File: src/rtl/event_pkg.sv
// event_pkg: default event field widths and select-width helper shared by the event mux and demux
package event_pkg;
   localparam int QUEUE_INDEX_WIDTH_DEF  = 4;
   localparam int FUNCTION_ID_WIDTH_DEF  = 8;
   localparam int EVENT_TYPE_WIDTH_DEF   = 16;
   localparam int EVENT_SOURCE_WIDTH_DEF = 16;
   function automatic int sel_width(input int ports);
      return (ports > 1) ? $clog2(ports) : 1;
   endfunction
endpackage

File: src/rtl/event_demux_skid.sv
// event_demux_skid: two-entry per-port register slice with a registered internal ready
module event_demux_skid #(
   parameter int W = 1
) (
   input  logic         clk,
   input  logic         rst_n,
   input  logic         wr,
   input  logic [W-1:0] wr_data,
   input  logic         m_ready,
   output logic         m_valid,
   output logic [W-1:0] m_data,
   output logic         rdy_int
);
   logic         m_valid_q, m_valid_d, temp_valid_q, temp_valid_d, rdy_q, rdy_d;
   logic [W-1:0] m_data_q, m_data_d, temp_q, temp_d;
   // a write lands in the output register when it is free or draining, else in temp; temp refills the output on ready
   always_comb begin
      rdy_d        = m_ready | (~temp_valid_q & ~m_valid_q);
      m_valid_d    = m_valid_q;
      temp_valid_d = temp_valid_q;
      m_data_d     = m_data_q;
      temp_d       = temp_q;
      if (wr) begin
         if (m_ready | ~m_valid_q) begin
            m_valid_d = 1'b1;
            m_data_d  = wr_data;
         end else begin
            temp_valid_d = 1'b1;
            temp_d       = wr_data;
         end
      end else if (m_ready) begin
         m_valid_d    = temp_valid_q;
         m_data_d     = temp_q;
         temp_valid_d = 1'b0;
      end
   end
   // control flops are reset so no partial output survives a reset
   always_ff @(posedge clk or negedge rst_n) begin
      if (!rst_n) begin
         m_valid_q    <= 1'b0;
         temp_valid_q <= 1'b0;
         rdy_q        <= 1'b0;
      end else begin
         m_valid_q    <= m_valid_d;
         temp_valid_q <= temp_valid_d;
         rdy_q        <= rdy_d;
      end
   end
   // data registers carry no reset
   always_ff @(posedge clk) begin
      m_data_q <= m_data_d;
      temp_q   <= temp_d;
   end
   assign m_valid = m_valid_q;
   assign m_data  = m_data_q;
   assign rdy_int = rdy_q;
endmodule

File: src/rtl/event_demux.sv
// event_demux: routes one event stream to PORTS outputs by select index; out-of-range selects are dropped.
// Optional EVENT_DEMUX_DROP_COUNT_EN adds a saturating 32-bit drop_count output.
module event_demux
   import event_pkg::*;
#(
   parameter int PORTS              = 2,
   parameter int QUEUE_INDEX_WIDTH  = QUEUE_INDEX_WIDTH_DEF,
   parameter int FUNCTION_ID_WIDTH  = FUNCTION_ID_WIDTH_DEF,
   parameter int EVENT_TYPE_WIDTH   = EVENT_TYPE_WIDTH_DEF,
   parameter int EVENT_SOURCE_WIDTH = EVENT_SOURCE_WIDTH_DEF,
   localparam int SEL_WIDTH         = sel_width(PORTS)
) (
   input  logic                                clk,
   input  logic                                rst_n,
   input  logic [QUEUE_INDEX_WIDTH-1:0]        s_axis_event_queue,
   input  logic [FUNCTION_ID_WIDTH-1:0]        s_axis_event_function_id,
   input  logic [EVENT_TYPE_WIDTH-1:0]         s_axis_event_type,
   input  logic [EVENT_SOURCE_WIDTH-1:0]       s_axis_event_source,
   input  logic [SEL_WIDTH-1:0]                s_axis_event_select,
   input  logic                                s_axis_event_valid,
   output logic                                s_axis_event_ready,
   output logic [PORTS*QUEUE_INDEX_WIDTH-1:0]  m_axis_event_queue,
   output logic [PORTS*FUNCTION_ID_WIDTH-1:0]  m_axis_event_function_id,
   output logic [PORTS*EVENT_TYPE_WIDTH-1:0]   m_axis_event_type,
   output logic [PORTS*EVENT_SOURCE_WIDTH-1:0] m_axis_event_source,
   output logic [PORTS-1:0]                    m_axis_event_valid,
   input  logic [PORTS-1:0]                    m_axis_event_ready
`ifdef EVENT_DEMUX_DROP_COUNT_EN
   ,
   output logic [31:0]                         drop_count
`endif
);
   localparam int QW = QUEUE_INDEX_WIDTH;
   localparam int FW = FUNCTION_ID_WIDTH;
   localparam int TW = EVENT_TYPE_WIDTH;
   localparam int SW = EVENT_SOURCE_WIDTH;
   localparam int DW = QW + FW + TW + SW;
   localparam int SP = 2 ** SEL_WIDTH;
   logic                 in_valid_q, in_valid_d, drop, fwd, hs;
   logic [DW-1:0]        in_data_q, in_data_d;
   logic [SEL_WIDTH-1:0] sel_q, sel_d;
   logic [PORTS-1:0]     rdy_int, wr;
   logic [SP-1:0]        rdy_pad;
   // input stage and select decode; the ready vector is padded so out-of-range selects index safely
   always_comb begin
      rdy_pad            = SP'(rdy_int);
      drop               = {1'b0, sel_q} >= (SEL_WIDTH + 1)'(PORTS);
      fwd                = in_valid_q & (drop | rdy_pad[sel_q]);
      s_axis_event_ready = rst_n & (~in_valid_q | fwd);
      hs                 = s_axis_event_valid & s_axis_event_ready;
      in_valid_d         = hs | (in_valid_q & ~fwd);
      in_data_d          = hs ? {s_axis_event_queue, s_axis_event_function_id, s_axis_event_type, s_axis_event_source} : in_data_q;
      sel_d              = hs ? s_axis_event_select : sel_q;
      wr                 = (fwd & ~drop) ? PORTS'(1) << sel_q : '0;
   end
   // input valid flop, cleared by reset
   always_ff @(posedge clk or negedge rst_n) begin
      if (!rst_n) in_valid_q <= 1'b0;
      else        in_valid_q <= in_valid_d;
   end
   // input data and select registers carry no reset
   always_ff @(posedge clk) begin
      in_data_q <= in_data_d;
      sel_q     <= sel_d;
   end
   for (genvar i = 0; i < PORTS; i++) begin : g_port
      logic [DW-1:0] m_data;
      event_demux_skid #(.W(DW)) u_skid (
         .clk     (clk),
         .rst_n   (rst_n),
         .wr      (wr[i]),
         .wr_data (in_data_q),
         .m_ready (m_axis_event_ready[i]),
         .m_valid (m_axis_event_valid[i]),
         .m_data  (m_data),
         .rdy_int (rdy_int[i])
      );
      assign {m_axis_event_queue[i*QW +: QW], m_axis_event_function_id[i*FW +: FW],
              m_axis_event_type[i*TW +: TW], m_axis_event_source[i*SW +: SW]} = m_data;
   end
`ifdef EVENT_DEMUX_DROP_COUNT_EN
   logic [31:0] drop_count_q, drop_count_d;
   // saturating count of discarded events
   always_comb drop_count_d = (fwd & drop & ~&drop_count_q) ? drop_count_q + 32'd1 : drop_count_q;
   // drop counter flop
   always_ff @(posedge clk or negedge rst_n) begin
      if (!rst_n) drop_count_q <= '0;
      else        drop_count_q <= drop_count_d;
   end
   assign drop_count = drop_count_q;
`endif
endmodule
File: config.mk
export PLATFORM = sky130hd
export DESIGN_NAME = event_demux
export DESIGN_NICKNAME = d
export VERILOG_FILES = /design/src/rtl/event_pkg.sv /design/src/rtl/event_demux_skid.sv /design/src/rtl/event_demux.sv
export SDC_FILE = /design/constraint.sdc
export NUM_CORES = 1
export LEC_CHECK = 0
export BUFFER_PORTS_ARGS = -buffer_cell sky130_fd_sc_hd__buf_2
export CAP_MARGIN = 5
export CORE_ASPECT_RATIO = 0.75
export CORE_MARGIN = 2
export CORE_UTILIZATION = 40
export DETAILED_ROUTE_END_ITERATION = 10
export MAX_ROUTING_LAYER = met4
export SETUP_SLACK_MARGIN = 0.3
export SLEW_MARGIN = 20
export SYNTH_ARGS = -nofsm -noshare
export SYNTH_HDL_FRONTEND = slang
export SYNTH_SLANG_ARGS = --single-unit
File: constraint.sdc
create_clock -name clk -period 5.6 [get_ports clk]
set_input_delay 1.12 -clock clk [delete_from_list [all_inputs] [get_ports clk]]
set_output_delay 1.12 -clock clk [all_outputs]
set_load 0.02 [all_outputs]
==> Yosys cells after proc, flatten, opt, wreduce, memory -nomap -nowiden <==
Cells that the tools add are included.
{ "word_totals": {"out_inout_bits": 91, "regBits": 228} }
{ "op_classes": {"shifts": 1, "mux": 21, "magnitude_cmp": 1, "reduce_logical": 8, "eq_ne": 4, "bitwise": 20} }
{ "op_table": {"columns": ["op", "n"], "rows": [
  ["$mux W44", 6],
  ["$mux W1", 14],
  ["$reduce_and A2 Y1", 6],
  ["$not A1 Y1", 8],
  ["$and A1 B1 Y1", 6],
  ["$or A1 B1 Y1", 6],
  ["$ne A2 B1 Y1 const B", 2],
  ["$ne A2 B2 Y1 const B", 2],
  ["$reduce_bool A2 Y1", 2],
  ["$lt A1 B2 Y1 const B", 1],
  ["$mux W2", 1],
  ["$shl A1 B1 Y2 const A", 1]
]} }

==> Longest topological paths before layout <==
Gate-level depths: netlist (run 1).
{ "logic_depth": {"depth_word": 7, "mapped_depth": 4, "mapped_depth_nobuf": 3} }

==> Cells and area by module <==
A second synthesis (run 1) with hierarchy kept.
{ "hier_totals": {"cells_unflattened": 350, "hier_area_um2": 8045.2} }
{ "modules_own_cells": {"columns": ["mod", "area_per_inst_um2", "instances", "cells_each", "seq_area_each_um2"], "rows": [
  ["event_demux_skid", 3309.4, 2, 148, 2717.6],
  ["event_demux", 1426.4, 1, 54, 1376.3]
]} }

==> Worst setup path before layout (run 1) <==
No wires, ideal clock.
{ "synth_timing": {"path_type": "register -> register", "startpoint": "register sel_q", "endpoint": "register g_port[0].u_skid.m_data_q[0], enable pin", "path_stages_with_launch": 5, "required_time_ps": 5094, "setup_slack_ps": 1063, "setup_ps": 506, "arrival_time_ps": 4031, "path_cell_list": "edfxtp_1 > nand3b_1 > buf_4 > buf_6 > o21ai_0"} }
{ "synth_between": {"elab_chain_cells": 6, "word_cells_on_any_way": 8, "cone_classes": "1 x eq/ne; 1 x shift; 3 x mux; 1 x bitwise; 2 x reduce/logical"} }
{ "synth_rtl": {"columns": ["item", "line", "rtl"], "rows": [
  ["from (decl)", "event_demux.sv:41", "logic [SEL_WIDTH-1:0] sel_q, sel_d;"],
  ["from (signal assigned)", "event_demux.sv:64", "sel_q <= sel_d;"],
  ["$mux W1 (not written as such) (2 in a row)", "event_demux.sv:48", "fwd = in_valid_q & (drop | rdy_pad[sel_q]);"],
  ["$and A1 B1 Y1", "event_demux.sv:48", null],
  ["$mux W2 (*)", "event_demux.sv:54", "wr = (fwd & ~drop) ? PORTS'(1) << sel_q : '0;"],
  ["$ne A2 B1 Y1 (no source line) / $reduce_bool A2 Y1 (equally long branches)", null, null],
  ["$reduce_and A2 Y1 (no source line) (*)", null, null],
  ["to (signal assigned)", "event_demux_skid.sv:51", "m_data_q <= m_data_d;"],
  ["to (decl)", "event_demux_skid.sv:15", "logic [W-1:0] m_data_q, m_data_d, temp_q, temp_d;"]
]} }
Mark *: on every way between the ends. The rest lies on a longest branch, timed or not. The select of a mux whose other input is x is not followed.
A chain may end at the register's enable or synchronous reset.

==> Worst setup path after layout (run 1) <==
{ "layout_timing": {"startpoint": "register sel_q", "endpoint": "output s_axis_event_ready"} }
{ "layout_between": {"elab_chain_cells": 5} }
{ "layout_rtl": {"columns": ["item", "line", "rtl"], "rows": [
  ["$mux W1 (not written as such) (2 in a row)", "event_demux.sv:48", null],
  ["$and A1 B1 Y1", "event_demux.sv:48", null],
  ["$or A1 B1 Y1", "event_demux.sv:49", "s_axis_event_ready = rst_n & (~in_valid_q | fwd);"],
  ["$and A1 B1 Y1", "event_demux.sv:49", null],
  ["to (decl)", "event_demux.sv:21", "output logic s_axis_event_ready,"]
]} }
No other way between the ends. The select of a mux whose other input is x is not followed.

==> results of run 1 <==
[worst max-delay path, cell delays in order, from the launching register on]
cell      delay [ns]
edfxtp_1        0.43
mux2i_1         0.38
nand2_1         0.12
and2_1          0.17
buf_2           0.15
[logic make-up after synthesis]
kind of cell           synth area share, %
DFF                                   84.9
and+or+nand+nor                      0.562
AOI/OAI and AO/OA                    0.780
buffers and inverters                 1.28
muxes                                 12.5
[cells in the mapped netlist, drive strengths merged]
| master | instances |
|---|---|
| nand3b | 1 |
| mux2i | 1 |
| nand2 | 5 |
| o21ai | 4 |
| o22ai | 2 |
| nor2 | 2 |
| dfrtp | 7 |
| buf | 12 |
| o211ai | 2 |
| mux2 | 88 |
| nand3 | 1 |
| inv | 4 |
| and2 | 1 |
| a21oi | 3 |
| edfxtp | 221 |
[layout make-up]
type                            instances  area, um^2
Inverter                                4        15.0
Multi-Input combinational cell        110        1170
Timing Repair Buffer                  146         746
Antenna cell                            1        2.50
Clock inverter                         12        80.1
Sequential cell                       228        6810
Tap cell                              253         317
Clock buffer                           28         594
Fill cell                            1606        9750
[power groups by stage]
stage,Sequential [mW],Clock (mW),Combinational (mW)
2_1_floorplan,2.08,0,0.0910
3_3_place_gp,2.03,0,0.242
3_5_place_dp,2.04,0,0.243
4_1_cts,2.00,1.42,0.245
5_1_grt,2.01,1.49,0.258
6_report,2.00,1.38,0.240
[final timing paths]
| check | from | slack [ns] | endpoint |
|---|---|---|---|
| setup / recovery | sel_q | 2.73 | s_axis_event_ready |
| hold / removal | rst_n | 0.47 | g_port[0].u_skid.m_valid |
| setup reg to reg | in_valid_q | 3.00 | g_port[1].u_skid.temp_q[9] |
| hold reg to reg | in_data_q[24] | 0.50 | g_port[1].u_skid.temp_q[24] |
| max in group asynchronous | rst_n | 4.92 | in_valid_q |
| min in group clk | in_data_q[24] | 0.50 | g_port[1].u_skid.temp_q[24] |
[registers in the layout (all words and copies together) (netlist names)]
register / cells
g_port.u_skid.temp_q: 88
sel_q: 1
in_valid_q: 1
g_port.u_skid.rdy_int: 2
g_port.u_skid.temp_valid_q: 2
g_port.u_skid.m_data: 88
g_port.u_skid.m_valid: 2
in_data_q: 44
[metal layers]
layer / vias up / GRT usage (%) / share of wire [%]
met5: - / - / 0
met4: 0 / 3.89 / 2.0
met3: 26 / 3.59 / 6.8
met2: 150 / 20.5 / 42
met1: 1892 / 22.3 / 49
li1: 1721 / - / -
[layout by cell type, fill, tap and decap left out, types with 2 or more instances in the layout]
cell,netlist,layout
edfxtp_1,221,221
buf_2,4,140
mux2_2,70,70
clkbuf_16,0,23
mux2_1,18,18
dfrtp_1,7,7
clkinv_1,0,6
buf_4,6,6
nand2_1,5,5
clkbuf_1,0,5
inv_1,4,4
clkinv_2,0,4
nor2_4,0,2
o21ai_4,0,2
o21ai_0,4,2
a21oi_1,3,2
o22ai_1,2,2
o211ai_1,2,2
==> key figures, run 1 <==
Global routing
  – Vias in the first global route: 3836
  – First-pass GRT wire length: 23200 um
  – Gr ovfl total: 0
  – Initial antenna violation count: 1
  – Total GRT Usage: 14.9%
  – Pin count of the biggest net entering global routing: 49

Timing
  – Final Critical Period: 2.87 ns
  – Worst Tran Pin Value: 0.772 ns
  – Setup Skew: 0.00875 ns
  – Setup-failing EPs final: 0
  – Fin worst setup slack: 2.73 ns
  – Final hold viol count: 0
  – Fin Hold WS: 0.474 ns
  – Slew HR: 48.5%
  – Final period util: 51.3%
  – Setup TNS: 0 ns
  – Slew Limit Fails: 0
  – Fmax: 0.348 GHz
  – RSZ-0062 raised after global routing: no

Drt
  – Residual DRC: 11
  – Drt first pass iters: 8
  – DR vias/cell: 4.85
  – Final ANT Viol Nets: 0
  – Routed WL per cell: 19.6 um
  – DR vias: 3789
  – DR iter-0 viols: 301
  – Final WL: 15300 um

Power
  – Sw Share: 21.6%
  – Internal: 2.84 mW
  – Sw power: 0.783 mW
  – Design Power: 3.62 mW
  – Clock share of power: 38.1%
  – PwrDens: 372 mW/mm^2
  – Reg power frac: 55.2%
  – Leakage power: 3.50 nW
  – VDD IR max: 0.000210 V
  – Logic pwr share: 6.6%

Critical path
  – Worst R2R Path Depth: 3
  – Critical path launch point type: flop
  – Critical path class: reg -> out
  – Worst-path fanout max: 3
  – WP data required: 4.48 ns
  – CP Capture Type: output port
  – Data arrival time of the critical path: 1.75 ns

Run status
  – Violated checks: design-rule violations
  – Status: complete, but fails checks

Clock tree
  – CTS Buf Count: 22
  – Count of hold buffers inserted by post-cts repair: 0
  – Setup Fix Bufs, Post-CTS: 0
  – Worst-Skew Late Latency: 0.50 ns
  – Clock transition at path regs: 0.06 ns
  – Post-cts resize count: 0
  – Root buf cell: clkbuf_16
  – H-tree depth: 1
  – CTS tree: done
  – Clock sink count: 228
  – Maximum clock path buffer count: 3

Synthesis
  – Synth Cell Area: 0.00802 mm^2
  – Synth top area cells: edfxtp_1 83%, mux2_2 9.8%, mux2_1 2.5%
  – Syn Inst Count: 354
  – Avg Cell Area, Syn: 22.7 um^2
  – Cell variety after synth: 18
  – Post-Synthesis Net Count: 404
  – Register area share after synthesis: 84.9%
  – Yosys top cell by area: edfxtp_1
  – YS warnings: 0
  – Area share of the largest cell type after synthesis: 82.7%
  – Number of synthesized register bits: 228

Layout
  – Final #Nets: 562
  – Final Core Density: 50.0%
  – Synth-to-layout area growth: 21.4%
  – Ratio of cells with drive above 1 in the final layout: 47.5%
  – Finished Cell Area: 0.00974 mm^2
  – Cell Count, Final, Fillers Out: 782

Hold path
  – Hold WC Path Type: in -> async

Job
  – Number of max-cap violations: 0

Floorplan
  – DIE AREA: 0.0212 mm^2
  – Chip height: 127 um
  – IO Pins: 141
  – # rows: 44
  – Starting Density: 41.2%
  – Core area: 0.0195 mm^2
  – Die span in x: 168 um

Place
  – GPL Wtd Cong: 0.752
  – DP Cell Count: 741
  – Post-DP Area: 0.00906 mm^2
  – PortBufs: 140
  – Post-DP HPWL: 9380 um
  – Place WS: 2.79 ns
Power figures use the tool's default switching activity.
==> run 2: changes to the inputs <==
==> constraint.sdc (replaced) <==
create_clock -name clk -period 3 [get_ports clk]
set_input_delay 0.6 -clock clk [delete_from_list [all_inputs] [get_ports clk]]
set_output_delay 0.6 -clock clk [all_outputs]
set_load 0.02 [all_outputs]
==> key figures, run 2 (synthesis results as in run 1) <==
Clock tree
  – Setup Fix Bufs, Post-CTS: 0 (unchanged)
  – Clock sink count: 228 (unchanged)
  – CTS tree: done
  – H-tree depth: 1 (unchanged)
  – Clock transition at path regs: 0.06 ns (about the same)
  – CTS Buf Count: 23 (+4.5%)
  – Maximum clock path buffer count: 3 (unchanged)
  – Worst-Skew Late Latency: 0.49 ns (about the same)
  – Root buf cell: clkbuf_16

Global routing
  – Gr ovfl total: 0 (unchanged)
  – Initial antenna violation count: 1 (unchanged)
  – First-pass GRT wire length: 23600 um (+1.4%)
  – Total GRT Usage: 15.1% (+0.18 points)
  – Vias in the first global route: 4002 (+4.3%)
  – Pin count of the biggest net entering global routing: 34 (-31%)

Place
  – GPL Wtd Cong: 0.724 (-3.7%)
  – Post-DP HPWL: 9780 um (+4.3%)
  – Place WS: 0.823 ns (-1.97 ns)
  – DP Cell Count: 747 (+0.81%)
  – Post-DP Area: 0.00912 mm^2 (+0.64%)
  – PortBufs: 140 (unchanged)

Drt
  – DR iter-0 viols: 289 (-4.0%)
  – Residual DRC: 13 (+2)
  – DR vias: 3845 (+1.5%)
  – Routed WL per cell: 19.5 um (-0.24%)
  – Final WL: 15400 um (+0.78%)
  – Final ANT Viol Nets: 0 (unchanged)
  – Drt first pass iters: 8 (unchanged)
  – DR vias/cell: 4.87 (+0.45%)

Critical path
  – CP Capture Type: output port
  – CP Buf/Inv Count: 1 (unchanged)
  – Worst-path fanout max: 3 (unchanged)
  – Crit path largest cell delay: 0.42 ns (about the same)
  – WP data required: 2.40 ns (-2.08 ns)
  – Crit-path leading delay family: flip-flops
  – Data arrival time of the critical path: 1.76 ns (about the same)
  – Worst path cell trace: mux2i_1, nand2_1, and2_1, buf_2
  – CP max stage cell: edfxtp_1
  – Critical path class: reg -> out
  – Critical path launch point type: flop

Layout
  – Commonest non-fill, non-tap cell in the layout: edfxtp_1
  – Finished Cell Area: 0.00984 mm^2 (+1.1%)
  – Final #Nets: 570 (+1.4%)
  – Commonest cells after routing, fill and taps aside: 221 x edfxtp_1, 140 x buf_2, 70 x mux2_2
  – Final Core Density: 50.5% (+0.55 points)
  – Synth-to-layout area growth: 22.7%
  – Fill cells: 1601 (-0.31%)
  – Ratio of cells with drive above 1 in the final layout: 48.5% (+0.97 points)
  – Cell Count, Final, Fillers Out: 790 (+1.0%)

Power
  – Clock share of power: 39.1% (+1.0 points)
  – VDD IR max: 0.000413 V (+97%)
  – PwrDens: 700 mW/mm^2 (+88%)
  – Internal: 5.40 mW (+90%)
  – Design Power: 6.89 mW (+90%)
  – Leakage power: 3.56 nW (+1.6%)
  – Sw power: 1.49 mW (+91%)
  – Sw Share: 21.6% (+0.036 points)
  – Reg power frac: 54.3% (-0.9 points)
  – Logic pwr share: 6.6% (about the same)

Hold path
  – Hold WC Path Type: in -> reg

Timing
  – Setup-failing EPs final: 0 (unchanged)
  – RSZ-0062 raised after global routing: no
  – Fin worst setup slack: 0.643 ns (-2.09 ns)
  – Slew HR: 58.3% (+9.8 points)
  – Final hold viol count: 0 (unchanged)
  – Worst Tran Pin Value: 0.624 ns (-0.149 ns)
  – Setup Skew: 0.00776 ns (-0.000986 ns)
  – Slew Limit Fails: 0 (unchanged)
  – Final period util: 78.6%
  – Fin Hold WS: 0.284 ns (-0.190 ns)
  – Setup TNS: 0 ns (unchanged)
  – Final Critical Period: 2.36 ns
  – Fmax: 0.424 GHz

Floorplan
  – Die span in x: 168 um (unchanged)
  – IO Pins: 141 (unchanged)
  – # rows: 44 (unchanged)
  – Starting Density: 41.2% (unchanged)
  – Core area: 0.0195 mm^2 (unchanged)
  – Chip height: 127 um (unchanged)
  – DIE AREA: 0.0212 mm^2 (unchanged)

Run status
  – Violated checks: design-rule violations
  – Status: complete, but fails checks

Job
  – Number of max-cap violations: 0 (unchanged)
## run 2: cell count changes in the layout (fill, tap and decap cells not counted), sizes merged
cell / previous run / this run
buf: 146 / 152
clkbuf: 28 / 26
bufinv: 1 / 2
clkinv: 10 / 12
dlygate4sd3: 0 / 1
## run 2: final timing paths
kind	from	endpoint	slack [ns]	cells after the start
max reg2reg	sel_q	g_port[0].u_skid.temp_q[8]	0.85	3
min	s_axis_event_function_id[3]	in_data_q[35]	0.28	1
max in group asynchronous	rst_n	g_port[0].u_skid.rdy_int	2.33	2
min reg2reg	g_port[1].u_skid.temp_valid_q	g_port[1].u_skid.rdy_int	0.49	1
max	sel_q	s_axis_event_ready	0.64	4
min in group asynchronous	rst_n	in_valid_q	0.49	2
## run 2: power groups by stage
stage | clock network, mW | registers, mW | logic (mW)
after floorplan | 0 | 3.88 | 0.173
after global placement | 0 | 3.80 | 0.446
after detailed placement | 0 | 3.81 | 0.456
after CTS | 2.77 | 3.74 | 0.460
after global routing | 2.92 | 3.75 | 0.484
final | 2.70 | 3.74 | 0.452
## run 2: area by class of cell
class	instances	area (um^2)	area share [%]
sequential	228	6810	69.2
antenna	1	2.50	0.0254
multi-input combinational	110	1170	11.9
timing repair buffer	153	813	8.26
inverter	4	15.0	0.153
tap	253	317	3.22
clock inverter	15	128	1.30
clock buffer	26	587	5.96
## run 2: routing by layer
layer	vias to the layer above	global-route usage (%)	routed length (um)
li1	1741	-	-
met2	134	21.5	6690
met4	0	3.27	270
met1	1946	22.0	7480
met5	-	-	0
met3	24	3.93	965
## run 2: timing repair
| item | in CTS | in global routing |
|---|---|---|
| gates resized for setup | 0 | 0 |
| endpoints found under the hold margin | 7 | 0 |
| hold buffers | 1 | 0 |
